<file path="src/rtl/pusch_tx_framer_pkg.sv">
// Shared constants, tag layout and arithmetic helpers for the PUSCH transmit framer.
// Symbol lengths are derived from the IFFT size plus the cyclic-prefix length of that symbol.
package pusch_tx_pkg;

    localparam int IFFT_SIZE = 2048;
    localparam int N_SYMB    = 14;
    localparam int NCP1      = 160;
    localparam int NCP2      = 144;
    localparam int CALC_W    = 48;
    localparam int OUT_W     = 16;

    typedef struct packed {
        logic       sop;
        logic       eop;
        logic       sof;
        logic [3:0] symb;
    } tag_t;

    typedef struct packed {
        logic signed [OUT_W-1:0] val;
        logic                    sat;
    } rs_t;

    function automatic logic [11:0] sym_len(input logic [3:0] symb);
        if (symb == 4'd0 || symb == 4'd7) begin
            return 12'(IFFT_SIZE + NCP1);
        end
        return 12'(IFFT_SIZE + NCP2);
    endfunction

    // Round half-up by adding half an LSB, then arithmetic shift, then clamp to out_w bits.
    function automatic rs_t round_sat(input logic signed [CALC_W-1:0] x,
                                      input int shift, input int out_w);
        logic signed [CALC_W-1:0] one;
        logic signed [CALC_W-1:0] t;
        logic signed [CALC_W-1:0] hi;
        logic signed [CALC_W-1:0] lo;
        rs_t r;
        one = 1;
        t   = x + (one <<< (shift - 1));
        t   = t >>> shift;
        hi  = (one <<< (out_w - 1)) - one;
        lo  = -hi - one;
        r.sat = (t > hi) || (t < lo);
        if (t > hi) begin
            r.val = OUT_W'(hi);
        end else if (t < lo) begin
            r.val = OUT_W'(lo);
        end else begin
            r.val = OUT_W'(t);
        end
        return r;
    endfunction

endpackage

</file>
<file path="src/rtl/pusch_tx_framer_if.sv">
// Sample-stream bus of the PUSCH framer: CP-extended input side and DAC/fronthaul output side.
interface pusch_tx_framer_if #(
    parameter int WIDTH     = 26,
    parameter int OUT_WIDTH = 16
);
    logic                        in_valid;
    logic                        in_sof;
    logic                        in_ready;
    logic signed [WIDTH-1:0]     data_in_r;
    logic signed [WIDTH-1:0]     data_in_i;
    logic                        out_valid;
    logic                        out_ready;
    logic signed [OUT_WIDTH-1:0] data_out_r;
    logic signed [OUT_WIDTH-1:0] data_out_i;
    logic                        out_sop;
    logic                        out_eop;
    logic                        out_sof;
    logic [3:0]                  symb_idx;
    logic                        sat_flag;
    logic                        len_err;

    modport master (
        output in_valid, in_sof, data_in_r, data_in_i, out_ready,
        input  in_ready, out_valid, data_out_r, data_out_i,
               out_sop, out_eop, out_sof, symb_idx, sat_flag, len_err
    );

    modport slave (
        input  in_valid, in_sof, data_in_r, data_in_i, out_ready,
        output in_ready, out_valid, data_out_r, data_out_i,
               out_sop, out_eop, out_sof, symb_idx, sat_flag, len_err
    );
endinterface

</file>
<file path="src/rtl/pusch_tx_framer_sync_fifo.sv">
// Show-ahead synchronous FIFO; head entry is always visible on rdata while not empty.
module sync_fifo #(
    parameter int W     = 39,
    parameter int DEPTH = 16
) (
    input  logic                     clk,
    input  logic                     rst,
    input  logic                     push,
    input  logic                     pop,
    input  logic [W-1:0]             wdata,
    output logic [W-1:0]             rdata,
    output logic                     full,
    output logic                     empty,
    output logic [$clog2(DEPTH):0]   count
);
    localparam int AW = $clog2(DEPTH);

    logic [W-1:0]  mem [DEPTH];
    logic [AW-1:0] wr_ptr;
    logic [AW-1:0] rd_ptr;
    logic          do_push;
    logic          do_pop;

    assign full    = (count == (AW+1)'(DEPTH));
    assign empty   = (count == '0);
    assign do_push = push & ~full;
    assign do_pop  = pop & ~empty;
    assign rdata   = mem[rd_ptr];

    always_ff @(posedge clk) begin
        if (do_push) begin
            mem[wr_ptr] <= wdata;
        end
    end

    always_ff @(posedge clk) begin
        if (!rst) begin
            wr_ptr <= '0;
            rd_ptr <= '0;
            count  <= '0;
        end else begin
            if (do_push) begin
                wr_ptr <= wr_ptr + AW'(1);
            end
            if (do_pop) begin
                rd_ptr <= rd_ptr + AW'(1);
            end
            case ({do_push, do_pop})
                2'b10:   count <= count + (AW+1)'(1);
                2'b01:   count <= count - (AW+1)'(1);
                default: count <= count;
            endcase
        end
    end
endmodule

</file>
<file path="src/rtl/pusch_tx_framer.sv">
// PUSCH transmit framer: scales CP-extended I/Q to DAC width, tags symbol/subframe
// boundaries and buffers the tagged samples through a small output FIFO.
module pusch_tx_framer
    import pusch_tx_pkg::*;
#(
    parameter int WIDTH      = 26,
    parameter int OUT_WIDTH  = 16,
    parameter int SHIFT      = 10,
    parameter int FIFO_DEPTH = 16
) (
    input  logic              clk,
    input  logic              rst,
    pusch_tx_framer_if.slave  bus
);
    localparam int TAG_W = $bits(tag_t);
    localparam int FW    = 2*OUT_WIDTH + TAG_W;

    typedef enum logic {WAIT_SOF, RUN} state_t;

    state_t                    state;
    logic [11:0]               samp_cnt;
    logic [3:0]                symb_cnt;
    logic                      sat_q;
    logic                      len_err_q;

    logic                      accept;
    logic                      resync;
    logic                      push;
    logic [11:0]               cur_samp;
    logic [3:0]                cur_symb;
    tag_t                      tag;
    tag_t                      head_tag;
    rs_t                       rs_r;
    rs_t                       rs_i;
    logic [FW-1:0]             wdata;
    logic [FW-1:0]             rdata;
    logic                      fifo_full;
    logic                      fifo_empty;
    logic [$clog2(FIFO_DEPTH):0] fifo_count;

    assign accept   = bus.in_valid & ~fifo_full;
    assign resync   = bus.in_sof;
    assign push     = accept & ((state == RUN) | bus.in_sof);
    assign cur_samp = resync ? 12'd0 : samp_cnt;
    assign cur_symb = resync ? 4'd0  : symb_cnt;

    always_comb begin
        tag      = '0;
        tag.sop  = (cur_samp == 12'd0);
        tag.eop  = (cur_samp == sym_len(cur_symb) - 12'd1);
        tag.sof  = tag.sop & (cur_symb == 4'd0);
        tag.symb = cur_symb;
    end

    assign rs_r  = round_sat(CALC_W'(bus.data_in_r), SHIFT, OUT_WIDTH);
    assign rs_i  = round_sat(CALC_W'(bus.data_in_i), SHIFT, OUT_WIDTH);
    assign wdata = {OUT_WIDTH'(rs_r.val), OUT_WIDTH'(rs_i.val), tag};

    // Framing FSM: counters track the position of the sample being written this cycle.
    always_ff @(posedge clk) begin
        if (!rst) begin
            state     <= WAIT_SOF;
            samp_cnt  <= '0;
            symb_cnt  <= '0;
            sat_q     <= 1'b0;
            len_err_q <= 1'b0;
        end else begin
            len_err_q <= accept & bus.in_sof & (state == RUN) &
                         ((samp_cnt != 12'd0) | (symb_cnt != 4'd0));
            if (push) begin
                state <= RUN;
                sat_q <= sat_q | rs_r.sat | rs_i.sat;
                if (tag.eop) begin
                    samp_cnt <= '0;
                    symb_cnt <= (cur_symb == 4'(N_SYMB-1)) ? 4'd0 : cur_symb + 4'd1;
                end else begin
                    samp_cnt <= cur_samp + 12'd1;
                    symb_cnt <= cur_symb;
                end
            end
        end
    end

    sync_fifo #(
        .W     (FW),
        .DEPTH (FIFO_DEPTH)
    ) u_fifo (
        .clk   (clk),
        .rst   (rst),
        .push  (push),
        .pop   (bus.out_valid & bus.out_ready),
        .wdata (wdata),
        .rdata (rdata),
        .full  (fifo_full),
        .empty (fifo_empty),
        .count (fifo_count)
    );

    assign head_tag       = fifo_empty ? '0 : rdata[TAG_W-1:0];
    assign bus.in_ready   = ~fifo_full;
    assign bus.out_valid  = (fifo_count != '0);
    assign bus.data_out_r = fifo_empty ? '0 : rdata[FW-1 -: OUT_WIDTH];
    assign bus.data_out_i = fifo_empty ? '0 : rdata[FW-OUT_WIDTH-1 -: OUT_WIDTH];
    assign bus.out_sop    = head_tag.sop;
    assign bus.out_eop    = head_tag.eop;
    assign bus.out_sof    = head_tag.sof;
    assign bus.symb_idx   = head_tag.symb;
    assign bus.sat_flag   = sat_q;
    assign bus.len_err    = len_err_q;
endmodule
</file>
<file path="src/flat_wrapper.sv">
// flat-port wrapper written by rule: the top's interface ports become plain ports
module pusch_tx_framer_flat import pusch_tx_pkg::*;
#(
    parameter int WIDTH      = 26,
    parameter int OUT_WIDTH  = 16,
    parameter int SHIFT      = 10,
    parameter int FIFO_DEPTH = 16
)
  (clk, rst, bus_in_valid, bus_in_sof, bus_data_in_r, bus_data_in_i, bus_out_ready, bus_in_ready, bus_out_valid, bus_data_out_r, bus_data_out_i, bus_out_sop, bus_out_eop, bus_out_sof, bus_symb_idx, bus_sat_flag, bus_len_err);
  pusch_tx_framer_if #(.WIDTH(WIDTH), .OUT_WIDTH(OUT_WIDTH)) bus_i ();
  input  logic clk;
  input  logic rst;
  input wire logic [$bits(bus_i.in_valid)-1:0] bus_in_valid;
  input wire logic [$bits(bus_i.in_sof)-1:0] bus_in_sof;
  input wire logic [$bits(bus_i.data_in_r)-1:0] bus_data_in_r;
  input wire logic [$bits(bus_i.data_in_i)-1:0] bus_data_in_i;
  input wire logic [$bits(bus_i.out_ready)-1:0] bus_out_ready;
  output wire logic [$bits(bus_i.in_ready)-1:0] bus_in_ready;
  output wire logic [$bits(bus_i.out_valid)-1:0] bus_out_valid;
  output wire logic [$bits(bus_i.data_out_r)-1:0] bus_data_out_r;
  output wire logic [$bits(bus_i.data_out_i)-1:0] bus_data_out_i;
  output wire logic [$bits(bus_i.out_sop)-1:0] bus_out_sop;
  output wire logic [$bits(bus_i.out_eop)-1:0] bus_out_eop;
  output wire logic [$bits(bus_i.out_sof)-1:0] bus_out_sof;
  output wire logic [$bits(bus_i.symb_idx)-1:0] bus_symb_idx;
  output wire logic [$bits(bus_i.sat_flag)-1:0] bus_sat_flag;
  output wire logic [$bits(bus_i.len_err)-1:0] bus_len_err;
  assign bus_i.in_valid = bus_in_valid;
  assign bus_i.in_sof = bus_in_sof;
  assign bus_i.data_in_r = bus_data_in_r;
  assign bus_i.data_in_i = bus_data_in_i;
  assign bus_i.out_ready = bus_out_ready;
  assign bus_in_ready = bus_i.in_ready;
  assign bus_out_valid = bus_i.out_valid;
  assign bus_data_out_r = bus_i.data_out_r;
  assign bus_data_out_i = bus_i.data_out_i;
  assign bus_out_sop = bus_i.out_sop;
  assign bus_out_eop = bus_i.out_eop;
  assign bus_out_sof = bus_i.out_sof;
  assign bus_symb_idx = bus_i.symb_idx;
  assign bus_sat_flag = bus_i.sat_flag;
  assign bus_len_err = bus_i.len_err;
  pusch_tx_framer #(.WIDTH(WIDTH), .OUT_WIDTH(OUT_WIDTH), .SHIFT(SHIFT), .FIFO_DEPTH(FIFO_DEPTH)) u_core (.clk(clk), .rst(rst), .bus(bus_i));
endmodule
</file>
<file path="config.mk">
export PLATFORM = sky130hd
export DESIGN_NAME = pusch_tx_framer_flat
export DESIGN_NICKNAME = d
export VERILOG_FILES = /design/src/rtl/pusch_tx_framer_pkg.sv /design/src/rtl/pusch_tx_framer_if.sv /design/src/rtl/pusch_tx_framer_sync_fifo.sv /design/src/rtl/pusch_tx_framer.sv /design/src/flat_wrapper.sv
export SDC_FILE = /design/constraint.sdc
export NUM_CORES = 1
export LEC_CHECK = 0
export ABC_AREA = 1
export ABC_CLOCK_PERIOD_IN_PS = 5600
export BUFFER_PORTS_ARGS = -buffer_cell sky130_fd_sc_hd__buf_2
export CAP_MARGIN = 25
export CORE_MARGIN = 5
export CORE_UTILIZATION = 52
export CTS_BUF_LIST = sky130_fd_sc_hd__clkbuf_4 sky130_fd_sc_hd__clkbuf_8 sky130_fd_sc_hd__clkbuf_16
export DETAILED_ROUTE_END_ITERATION = 8
export PLACE_DENSITY = 0.74
export SETUP_SLACK_MARGIN = 0.02
export SLEW_MARGIN = 15
export SYNTH_ARGS = -nofsm -noshare
export SYNTH_HDL_FRONTEND = slang
export SYNTH_SLANG_ARGS = --single-unit
</file>
<file path="constraint.sdc">
create_clock -name clk -period 5.6 [get_ports clk]
set_input_delay 1.12 -clock clk [delete_from_list [all_inputs] [get_ports clk]]
set_output_delay 1.12 -clock clk [all_outputs]
set_load 0.02 [all_outputs]
</file>
==> results.txt <==
----------------------------------------------------
[Status]
  Result of the run ... finished clean

[Floorplan]
  Vertical die dimension ... 238 µm
  Core Region ... 51400 µm²
  Cell row count ... 83
  Width of the chip ... 238 µm
  I/O pin count ... 100
  Starting utilization of the core area ... 52.6%
  DIE AREA ... 56700 µm²

[Synth]
  Cells after Synth ... 2203
  Most instantiated flip-flop cell in the synthesis netlist ... edfxtp_1
  Proportion of synthesized chip area in sequential cells ... 71.9%
  Synth Register Bits ... 660
  Share of synthesized registers carrying an async set or reset ... 0%
  Synth Cell Area ... 27100 µm²
  Number of flops mapped to enable cells by yosys ... 624
  Post-synthesis area per instance ... 12.3 µm²
  Number of warnings issued by yosys ... 0
  Number of distinct library cell variants in the gate-level netlist after synthesis ... 32
  Net count after synthesis ... 2274

[Placed design]
  Final HPWL DP ... 35600 µm
  Routability congestion estimate ... 0.851
  Number of instances in the placed design ... 2878
  Port-buffer cells ... 81

[GRT]
  Total routing resource utilization after global routing ... 23.0%
  Vias in the first global route ... 17536
  Wire length of the first global-routing pass ... 102000 µm
  Total congestion overflow ... 0
  Maximum number of pins on one net before global-route repair ... 209
  Number of antenna violations at the first check in global routing ... 0

[Setup path]
  Slowest library cell on the worst path ... dfxtp_4
  Worst R2R Setup Slack ... 2.25 ns
  CP Capture Type ... output port
  Required time of the critical path ... 4.48 ns
  Maximum net fanout on the critical path ... 57
  Type of the worst setup path ... reg -> out
  Critical path's largest stage delay ... 0.80 ns
  Worst-case reg-to-reg path depth ... 10
  Crit path capture ... bus_data_out_r[3]
  Critical-path cell list ... buf_4 > o21ai_0 > o22ai_1 > nor2_1 > nor2_1 > o21ai_1 > a21oi_1 > buf_2
  Most prevalent standard cell on the critical path ... nor2_1
  Signal arrival time at the worst endpoint ... 3.24 ns
  Origin of the critical flop-to-flop path ... u_core.u_fifo.count[1]
  Endpoint of the worst-slack reg-to-reg timing path ... u_core.u_fifo.mem[11][35]
  Element type at the critical path start ... flip-flop

[Clock network]
  Clk pin slew, worst setup/hold paths ... 0.06 ns
  Maximum buffer depth of the clock tree ... 3
  Clock tree sinks ... 660
  Count of hold-fix buffers inserted at cts ... 0
  Deepest level of the CTS H-tree ... 3
  Buffer cell driving the clock tree root ... clkbuf_16
  Clock tree from TritonCTS ... built
  Resize count post-CTS ... 0
  Cts bufs inserted ... 67
  Clock latency on the worst-skew pair ... 0.59 ns
  Post-CTS Setup Inserts ... 0

[Drt]
  Drc violations ... 0
  Detailed-router iteration count before antenna repair ... 5
  Number of vias in the routed layout ... 18347
  Antenna-violating nets left ... 0
  Initial detailed-routing violation count ... 2358
  Routed wire length ... 67200 µm
  Routed WL per cell ... 22.4 µm
  Vias/cell ... 6.12

[STA]
  Setup repair after global routing missed its margin ... no
  Post-route clock period utilization ... 77.8%
  Clock Skews ... 0.0242 ns
  Count of final setup violators ... 0
  Maximum operating frequency ... 229 MHz
  Headroom to the max-slew limit ... 31.7%
  Final Hold Viols ... 0
  Final max-slew violation count ... 0
  Total Negative Setup Slacks ... 0 ns
  Tightest Pin Transition ... 1.02 ns
  Final Critical Period ... 4.36 ns
  Final hold slack ... 0.457 ns

[Layout]
  Proportion of layout cells with a drive suffix above 1 ... 11.6%
  Most common cell after layout, fill and taps aside ... edfxtp_1
  Area growth from synthesis to layout ... 12.8%
  Most frequent cells in the layout ... edfxtp_1, nor2_1, o21ai_0
  Number of nets in the layout ... 2341
  Total inserted antenna cells ... 0
  Post-layout instance count excluding filler cells ... 2999
  Number of fillers in the final layout ... 3879

[Power]
  Pwr/cell area ... 438 nW/µm²
  Worst-case vdd ir drop ... 310 µV
  Leakage power of the design ... 0.0101 µW

[Hold path]
  Worst min-delay path category ... reg -> reg

[Flow run]
  Count of max-cap constraint violations ... 0

----------------------------------------------------
power by group:
group | total [µW] | switching, µW | leakage [µW] | internal (µW)
clock | 4400 | 1780 | 0.00109 | 2620
combinational | 3330 | 2390 | 0.00314 | 942
sequential | 5640 | 108 | 0.00591 | 5530
total | 13400 | 4280 | 0.0101 | 9090
worst min path at each step:
stage                   startpoint                   to  slack [ns]  depth (start not counted)
4_1_cts        u_core.bus.sat_flag  u_core.bus.sat_flag        0.46                          2
3_3_place_gp   u_core.bus.sat_flag  u_core.bus.sat_flag        0.44                          2
6_report       u_core.bus.sat_flag  u_core.bus.sat_flag        0.46                          2
2_1_floorplan         u_core.state   u_core.bus.len_err        0.43                          2
5_1_grt         u_core.samp_cnt[8]   u_core.samp_cnt[8]        0.51                          2
3_5_place_dp   u_core.bus.sat_flag  u_core.bus.sat_flag        0.45                          2
worst max-delay path, delay by kind of cell (launching register included):
family	cells	cell delay [ns]
AO/OA/AOI/OAI	4	0.71
buffers and inverters	2	0.89
flip-flops	1	0.80
AND/OR/NAND/NOR	2	0.18
Yosys cell counts (6+ instances only):
cell type  instances  share of area, %
o22ai_1           42              0.97
nand4_1           10              0.23
xnor2_1            9              0.29
inv_1             65              0.90
clkbuf_1          98               1.4
buf_4              8              0.22
nand3_1           83               1.5
edfxtp_1         624                69
o21ai_1           22              0.41
a21oi_1           68               1.3
ha_1              13              0.60
nand2_1          145               2.0
nor2_1           436               6.0
o221ai_1         116               3.8
buf_2             29              0.54
nor3_1             6              0.11
o21ai_0          346               6.4
dfxtp_1           36               2.7
xor2_1            24              0.78
area by class of cell:
| type | count | area [µm²] | area share (%) |
|---|---|---|---|
| clock buffers | 91 | 1950 | 6.39 |
| inverters | 70 | 275 | 0.902 |
| clock inverters | 27 | 224 | 0.734 |
| repair buffers | 138 | 923 | 3.02 |
| well taps | 680 | 851 | 2.79 |
| multi-input cells | 1333 | 6830 | 22.4 |
| flip-flops and latches | 660 | 19500 | 63.8 |
cell families (layout without fill, tap and decap cells):
group | count (synthesis) | after routing | share of synthesized area [%]
compound gates | 598 | 598 | 12.9
xor+xnor | 33 | 33 | 1.07
fa+ha+maj | 14 | 14 | 0.675
buf+inv | 210 | 326 | 3.27
flops | 660 | 660 | 71.9
simple gates | 688 | 688 | 10.2
state kept, by name, summed over array words and instances (netlist names), named ones only:
register / flops
u_core.state: 1
u_core.u_fifo.count: 5
u_core.u_fifo.wr_ptr: 4
u_core.u_fifo.rd_ptr: 4
u_core.bus.len_err: 1
u_core.samp_cnt: 12
u_core.u_fifo.mem: 624
u_core.bus.sat_flag: 1
u_core.symb_cnt: 4
metrics by stage:
step	area [µm²]	worst slack [ns]	utilization, %	power [µW]
global placement	28300	1.60	55.0	8910
detailed placement	28300	1.62	55.1	9020
CTS	30500	1.18	59.3	13400
floorplan	27100	1.67	-	7940
finish	30500	1.24	59.4	13400
global route	30500	1.06	59.4	13900
per-layer routing:
layer	track usage (%)	share of wire, %	vias up
li1	-	-	8271
met1	31.2	39	8952
met2	38.2	49	979
met3	4.15	9.0	145
met4	7.43	3.0	0
met5	0	0	-
No activity file was read; power rests on OpenSTA's default activity.
